**src/rtl/arf_sequencer.sv**
```systemverilog
// ---------------------------------------------------------------------------
// arf_sequencer
//   Drives the three-register address file (PC, SP, AR) and the byte-wide
//   memory for the top-level controller. It takes one command at a time
//   over a valid/ready handshake. It then steps the address file controls
//   and the memory strobes through a short fixed sequence.
//
//   Commands : 000 NOP, 001 FETCH, 010 PUSH, 011 POP, 100 ARINC, 101 CLRPC,
//              110/111 illegal (Err pulse, no activity)
//
// Ports
//   clk, rst_n       rising-edge clock, asynchronous active-low reset
//   cmd_valid/cmd    command request; accepted when cmd_valid & cmd_ready
//   cmd_ready        high only while idle
//   wr_data          PUSH word, latched on accept
//   mem_rd_data      combinational memory read byte at the OutD address
//   arf_funsel       00 dec, 01 inc, 10 load, 11 clear
//   arf_regsel       enables [2]=PC [1]=SP [0]=AR
//   arf_outcsel      fixed to AR
//   arf_outdsel      memory address source: 00 PC, 01 SP
//   mem_ce/mem_wr    memory enable / write strobe
//   mem_wr_data      byte being written
//   ir, pop_data     last fetched instruction / last popped word
//   done, err        one-cycle completion / illegal-command pulses
// ---------------------------------------------------------------------------
module arf_sequencer #(
    parameter int CMD_W = 3
) (
    input  logic             clk,
    input  logic             rst_n,
    input  logic             cmd_valid,
    input  logic [CMD_W-1:0] cmd,
    output logic             cmd_ready,
    input  logic [15:0]      wr_data,
    input  logic [7:0]       mem_rd_data,
    output logic [1:0]       arf_funsel,
    output logic [2:0]       arf_regsel,
    output logic [1:0]       arf_outcsel,
    output logic [1:0]       arf_outdsel,
    output logic             mem_ce,
    output logic             mem_wr,
    output logic [7:0]       mem_wr_data,
    output logic [15:0]      ir,
    output logic [15:0]      pop_data,
    output logic             done,
    output logic             err
);

    localparam logic [CMD_W-1:0] C_NOP   = CMD_W'(0);
    localparam logic [CMD_W-1:0] C_FETCH = CMD_W'(1);
    localparam logic [CMD_W-1:0] C_PUSH  = CMD_W'(2);
    localparam logic [CMD_W-1:0] C_POP   = CMD_W'(3);
    localparam logic [CMD_W-1:0] C_ARINC = CMD_W'(4);
    localparam logic [CMD_W-1:0] C_CLRPC = CMD_W'(5);

    localparam logic [1:0] FS_DEC = 2'b00;
    localparam logic [1:0] FS_INC = 2'b01;
    localparam logic [1:0] FS_CLR = 2'b11;

    localparam logic [2:0] RS_NONE = 3'b000;
    localparam logic [2:0] RS_PC   = 3'b100;
    localparam logic [2:0] RS_SP   = 3'b010;
    localparam logic [2:0] RS_AR   = 3'b001;

    localparam logic [1:0] OD_PC = 2'b00;
    localparam logic [1:0] OD_SP = 2'b01;

    typedef enum logic [3:0] {
        S_IDLE, S_F1, S_F2, S_P1, S_P2, S_P3, S_Q1, S_Q2, S_SINGLE, S_FIN
    } state_t;

    // Moore control bundle decoded from the state
    typedef struct packed {
        logic [1:0] funsel;
        logic [2:0] regsel;
        logic [1:0] outdsel;
        logic       ce;
        logic       wr;
        logic [7:0] wdata;
    } ctl_t;

    state_t           state, nxt;
    ctl_t             ctl;
    logic [15:0]      wr_q;
    logic [CMD_W-1:0] cmd_q;
    logic             accept;
    logic             cmd_illegal;

    assign accept      = cmd_valid & cmd_ready;
    // Any code above CLRPC is illegal
    assign cmd_illegal = (cmd_q > C_CLRPC);

    always_ff @(posedge clk or negedge rst_n) begin
        if (!rst_n) state <= S_IDLE;
        else        state <= nxt;
    end

    // Command/data capture. Memory read bytes are taken at the edge that
    // ends the cycle addressing them. The address file steps the pointer
    // on that same edge.
    always_ff @(posedge clk or negedge rst_n) begin
        if (!rst_n) begin
            wr_q     <= '0;
            cmd_q    <= '0;
            ir       <= '0;
            pop_data <= '0;
        end else begin
            if (accept) begin
                wr_q  <= wr_data;
                cmd_q <= cmd;
            end
            case (state)
                S_F1:    ir[7:0]        <= mem_rd_data;
                S_F2:    ir[15:8]       <= mem_rd_data;
                S_Q1:    pop_data[7:0]  <= mem_rd_data;
                S_Q2:    pop_data[15:8] <= mem_rd_data;
                default: ;
            endcase
        end
    end

    always_comb begin
        nxt       = state;
        ctl       = '0;
        cmd_ready = 1'b0;
        done      = 1'b0;
        err       = 1'b0;
        case (state)
            S_IDLE: begin
                cmd_ready = 1'b1;
                if (cmd_valid) begin
                    case (cmd)
                        C_FETCH: nxt = S_F1;
                        C_PUSH:  nxt = S_P1;
                        C_POP:   nxt = S_Q1;
                        C_ARINC: nxt = S_SINGLE;
                        C_CLRPC: nxt = S_SINGLE;
                        default: nxt = S_FIN;   // NOP and illegal codes
                    endcase
                end
            end
            S_F1, S_F2: begin
                ctl.outdsel = OD_PC;
                ctl.ce      = 1'b1;
                ctl.regsel  = RS_PC;
                ctl.funsel  = FS_INC;
                nxt         = (state == S_F1) ? S_F2 : S_FIN;
            end
            // Full-descending stack: pre-decrement before the high byte.
            // Decrement again before the low byte.
            S_P1: begin
                ctl.regsel = RS_SP;
                ctl.funsel = FS_DEC;
                nxt        = S_P2;
            end
            S_P2: begin
                ctl.outdsel = OD_SP;
                ctl.ce      = 1'b1;
                ctl.wr      = 1'b1;
                ctl.wdata   = wr_q[15:8];
                ctl.regsel  = RS_SP;
                ctl.funsel  = FS_DEC;
                nxt         = S_P3;
            end
            S_P3: begin
                ctl.outdsel = OD_SP;
                ctl.ce      = 1'b1;
                ctl.wr      = 1'b1;
                ctl.wdata   = wr_q[7:0];
                nxt         = S_FIN;
            end
            // Pop reads low byte then high byte, post-incrementing SP
            S_Q1, S_Q2: begin
                ctl.outdsel = OD_SP;
                ctl.ce      = 1'b1;
                ctl.regsel  = RS_SP;
                ctl.funsel  = FS_INC;
                nxt         = (state == S_Q1) ? S_Q2 : S_FIN;
            end
            S_SINGLE: begin
                if (cmd_q == C_CLRPC) begin
                    ctl.regsel = RS_PC;
                    ctl.funsel = FS_CLR;
                end else begin
                    ctl.regsel = RS_AR;
                    ctl.funsel = FS_INC;
                end
                nxt = S_FIN;
            end
            S_FIN: begin
                done = 1'b1;
                err  = cmd_illegal;
                nxt  = S_IDLE;
            end
            default: nxt = S_IDLE;
        endcase
    end

    assign arf_funsel  = ctl.funsel;
    assign arf_regsel  = ctl.regsel;
    assign arf_outcsel = 2'b10;
    assign arf_outdsel = ctl.outdsel;
    assign mem_ce      = ctl.ce;
    assign mem_wr      = ctl.wr;
    assign mem_wr_data = ctl.wdata;

    // NOP carries no extra behaviour beyond the FIN pulse
    logic unused_nop;
    assign unused_nop = (cmd_q == C_NOP);

endmodule

```
**config.mk**
```make
export PLATFORM = sky130hd
export DESIGN_NAME = arf_sequencer
export DESIGN_NICKNAME = d
export VERILOG_FILES = /design/src/rtl/arf_sequencer.sv
export SDC_FILE = /design/constraint.sdc
export NUM_CORES = 1
export LEC_CHECK = 0
export CAP_MARGIN = 5
export CORE_MARGIN = 2
export CORE_UTILIZATION = 49
export DETAILED_ROUTE_END_ITERATION = 8
export GPL_ROUTABILITY_DRIVEN = 1
export GPL_TIMING_DRIVEN = 0
export PLACE_DENSITY = 0.9
export SETUP_SLACK_MARGIN = 0.4
export SLEW_MARGIN = 20
export SYNTH_ARGS = -nofsm -noshare
export SYNTH_HDL_FRONTEND = slang
export SYNTH_SLANG_ARGS = --single-unit
```
**constraint.sdc**
```tcl
create_clock -name clk -period 3 [get_ports clk]
set_input_delay 0.6 -clock clk [delete_from_list [all_inputs] [get_ports clk]]
set_output_delay 0.6 -clock clk [all_outputs]
set_load 0.05 [all_outputs]
```
# [Yosys cells after proc, flatten, opt, wreduce, memory -nomap -nowiden]
# Cells that the tools add are included.
[word_totals] reg_bits=55 inputBits=30 out_inout_bits=54 wordCells=44
[classes] order_cmp=1 n_eq_ne=16 muxes=12 n_bitwise=1 reduce_logical=7
[ops] op="4-bit case mux with 6 select lines" n=1
[ops] op="5-bit case mux with 4 select lines" n=1
[ops] op="9-bit case mux with 2 select lines" n=1
[ops] op="4-bit by 3-bit equality test with 1-bit output, second input constant" n=4
[ops] op="4-bit case mux with 4 select lines" n=1
[ops] op="4-bit two-way mux" n=3
[ops] op="2-bit OR reduction" n=5
[ops] op="3-bit equality test, second input constant" n=3
[ops] op="4-bit by 2-bit equality test with 1-bit output, second input constant" n=2
[ops] op="4-bit equality test, second input constant" n=2
[ops] op="3-bit by 2-bit equality test with 1-bit output, second input constant" n=2
[ops] op="5-bit two-way mux" n=1
[ops] op="4-bit by 1-bit equality test with 1-bit output, second input constant" n=1
[ops] op="4-bit zero test" n=1
[ops] op="2-bit case mux with 2 select lines" n=1
[ops] op="4-bit OR reduction" n=1
[ops] op="3-bit by 1-bit equality test with 1-bit output, second input constant" n=1
[ops] op="3-bit > comparator, second input constant" n=1
[ops] op="1-bit two-way mux" n=3
[ops] op="2-bit inequality test, second input constant" n=1
[ops] op="1-bit AND" n=1

# [Depth between registers and ports, before layout]
[depth] word_depth=5 ltp_mapped=4 depth_no_buf=3

# [Worst setup path before layout]
# No wires, ideal clock.
[synth_timing] path_kind="flip-flop to output port" start="register state[2]" end="output port err" arrival_time_ns=2.433 required_time_ns=2.400 setup_slack_ns=-0.033 stages_incl_launch_ff=4 path_buffers=1 path_cell_list="dfrtp_1 -> clkbuf_1 -> nor3_1 -> and3_1"
[synth_via] elab_chain_len=2
[synth_lines] item="from (decl)" line_no="82" rtl="state_t state, nxt;"
[synth_lines] item="from (signal assigned)" line_no="95" rtl="else state <= nxt;"
[synth_lines] item="4-bit equality test" line_no="128" rtl="case (state)"
[synth_lines] item="1-bit two-way mux" line_no="128"
[synth_lines] item="to (decl)" line_no="46" rtl="output logic err"
# No other way between the ends.

# [Final worst setup path]
# Ends and elaborated chain as after synthesis.

==> results_dict.tcl <==
set metrics [dict create \
    status "complete, no violations" \
    crit_start "state[2]$_DFFE_PN0P_" \
    first_pass_iters 4 \
    h-tree-depth 2 \
    period_needed_ns 2.53 \
    power_switching_mw 2.15 \
    syn_avg_cell_area_sq_um 13.9 \
    final-max-slew-violation-count 0 \
    min_period_over_period_pct 84.5 \
    place_area_sq_mm 0.00343 \
    path_cells "clkbuf_2 -> nor3_2 -> and3_1 -> dlygate4sd2_1" \
    crit_arrival_ns 1.93 \
    avgRoutedWirePerCell_um 16.3 \
    hold_viol_final 0 \
    cts.sinks 55 \
    fmax_mhz 395 \
    cts_hold_buf 0 \
    synth_area_sq_mm 0.00253 \
    slew-limit-headroom_pct 55.4 \
    rows 26 \
    yosysTopAreaCellShare_pct 54.3 \
    internal-power_mw 2.59 \
    p_clk_share_pct 11.7 \
    r2r-end "wr_q[11]$_DFFE_PN0P_" \
    drv_cap 0 \
    grt_overflow 0 \
    die-width_um 75.9 \
    area_delta_synth_final_pct 41.8 \
    r2r_start "state[2]$_DFFE_PN0P_" \
    clock_path_buffers 2 \
    critical-path-max-stage-delay_ns 0.52 \
    ff2ff_path_depth 4 \
    final_nets 303 \
    vias 1732 \
    grt_max_degree 56 \
    clk_pin_slew_ns 0.10 \
    die_h_um 75.9 \
    endpoint "err" \
    reg2reg_slack_ns 1.29 \
    ant_nets 0 \
    p_leak_nw 1.60 \
    drive_gt1_share_pct 36.9 \
    ios 84 \
    yosysTopAreaCell "dfrtp_1" \
    synth_cells 182 \
    grt_pass1_vias 1813 \
    slowest_stage "dlygate4sd2_1" \
    fin_util_pct 71.3 \
    gp_congestion 0.817 \
    ys_seq_elements 55 \
    yosysWarnings 0 \
    met1_usage_pct 23.0 \
    use_met3_pct 4.17 \
    hpwl_mm 3.93 \
    start_kind "flop" \
    end_kind "output pin" \
    dieArea_sq_mm 0.00576 \
    critical_path.top_delay_family "buffers and inverters" \
    grt_util_all_layers_pct 20.1 \
    gr-usage-met2_pct 37.5 \
    fin_skew_ns 0.00922 \
    cp.depth 4 \
    worstPathRequired_ns 2.40 \
    drcViolationCount 0 \
    rsz0062_at_grt "false" \
    drt-initial-drc-count 68 \
    worst_pin_slew_ns 0.669 \
    stdcell_count 344 \
    seqPwrFrac_pct 28.3 \
    busiest_layer "met2" \
    dp_cells 333 \
    irDropWorstVdd_v 0.000802 \
    worstSetupPathType "flop to output pin" \
    clkLatencyLatePin_ns 0.30 \
    antenna_found_initial 0 \
    fin_area_sq_mm 0.00359 \
    core_area_sq_mm 0.00504 \
    clockRootBuffer "clkbuf_8" \
    grt_first_pass_wirelength_mm 9.03 \
    cp_num_buf_inv 2 \
    worstHoldPathType "primary input to asynchronous set/reset pin" \
    critPathMaxFanout 10 \
    viasPerCell 5.03 \
    numPortBuffers 80 \
    ys_seq_area_share_pct 54.3 \
    numCtsBuffers 5 \
    cts_tree "built" \
    p_sw_share_pct 45.4 \
    wirelength_mm 5.62 \
    netlist-cell-type-count 36 \
    start_util_pct 50.3 \
    setup_violations 0 \
    p_per_area_mw_per_mm2 1320 \
    num_antenna_cells 0 \
    synth_area_leaders "dfrtp_1 (54%), mux2_2 (18%), mux2_4 (5.9%)" \
    p_comb_share_pct 60.0 \
]
-- synthesized netlist by cell type --
library cell and instances:
o22a_1 1, or3b_2 1, o311ai_0 1, and3b_1 1
buf_6 4, nand2_4 1, nor4_4 2, xnor2_1 2
mux2i_1 8, nor4b_4 1, o32ai_1 1, clkbuf_1 2
or3_2 1, o21a_1 1, nor3_1 3, nand3b_1 2
a21oi_1 2, nand2b_1 3, nand3_1 2, mux2_4 10
conb_1 2, a31oi_1 2, inv_1 2, or3_1 1
nand2_1 3, or2_2 2, nor2_1 14, nor2b_2 1
and3_1 2, and2b_4 1, buf_4 3, o21bai_1 1
nand3_2 1, mux2_2 41, dfrtp_1 55, buf_2 2
-- how the worst min path moves through the flow --
stage	start	endpoint	slack (ns)	cells past startpoint
finish	rst_n	wr_q[14]$_DFFE_PN0P_	0.34	1
global route	rst_n	state[0]$_DFFE_PN0P_	0.37	1
CTS	rst_n	ir[13]$_DFFE_PN0N_	0.35	1
detailed placement	wr_q[15]$_DFFE_PN0P_	wr_q[15]$_DFFE_PN0P_	0.49	1
global placement	wr_q[10]$_DFFE_PN0P_	wr_q[10]$_DFFE_PN0P_	0.49	1
floorplan	rst_n	cmd_q[0]$_DFFE_PN0P_	0.30	0
-- final cells by class --
| class | count | area, sq um |
|---|---|---|
| flip-flops and latches | 55 | 1380 |
| inverters | 2 | 7.51 |
| well taps | 70 | 87.6 |
| multi-input cells | 115 | 1080 |
| clock buffers | 6 | 72.6 |
| repair buffers | 83 | 822 |
| fillers | 370 | 1450 |
| clock inverters | 2 | 60.1 |
| plain buffers | 11 | 87.6 |
-- cells in the final DEF, fill, tap and decap left out, types with 3 or more instances in the layout --
cell type	instances
buf_6	6
dfrtp_1	54
nand2b_1	3
nand2_1	3
clkdlybuf4s15_2	8
buf_2	4
buf_4	7
dlygate4sd2_1	3
mux2_4	10
conb_1	3
mux2_2	41
nor2_1	13
clkbuf_8	5
clkdlybuf4s50_1	61
mux2i_1	8
-- flip-flops by register name (all words and copies together) (netlist names) --
name,flops
state,4
ir,16
pop_data,16
wr_q,16
cmd_q,3
-- per-stage QoR --
| stage | hold slack (ns) | setup WS (ns) | setup TNS (ns) | power [mW] |
|---|---|---|---|---|
| after floorplan | 0.304 | 0.415 | 0 | 3.33 |
| after global placement | 0.488 | -0.301 | -16.39 | 4.12 |
| after detailed placement | 0.493 | 0.0508 | 0 | 4.19 |
| after CTS | 0.353 | 0.137 | 0 | 4.76 |
| after global routing | 0.374 | 0.391 | 0 | 4.95 |
| final | 0.336 | 0.465 | 0 | 4.74 |
-- logic make-up after synthesis --
| logic type | Yosys count | share of synthesized area [%] |
|---|---|---|
| other cells | 2 | 0.296 |
| buf+inv | 13 | 3.65 |
| compound gates | 9 | 2.52 |
| xor+xnor | 2 | 0.691 |
| simple gates | 42 | 11.3 |
| mux | 59 | 27.3 |
| flops | 55 | 54.3 |
-- routing by layer --
metal,up-vias,routed length [um],share of wire (%)
li1,820,-,-
met1,870,2240,40
met2,38,3140,56
met3,4,196,3.5
met4,0,51,0.91
met5,-,0,0
-- power by group through the flow --
stage / Combinational [mW] / Clock [mW] / Sequential (mW)
6_report: 2.84 / 0.555 / 1.34
5_1_grt: 2.96 / 0.601 / 1.39
4_1_cts: 2.85 / 0.571 / 1.34
3_5_place_dp: 2.84 / 0 / 1.35
3_3_place_gp: 2.79 / 0 / 1.33
2_1_floorplan: 1.30 / 0 / 2.03
-- worst register-to-register path, cell delays in order, from the launching register on --
cell and delay, ns:
dfrtp_1 0.50, nor4_4 0.40, nand2_4 0.18, buf_6 0.20, mux2_4 0.31
-- what timing repair did --
item	in CTS	in global routing
setup endpoints to repair	18	14
gates resized for setup	56	11
setup buffers	3	0
pin swaps	2	0
cloned	0	0
Note: power is estimated with default switching activity, not from simulation.
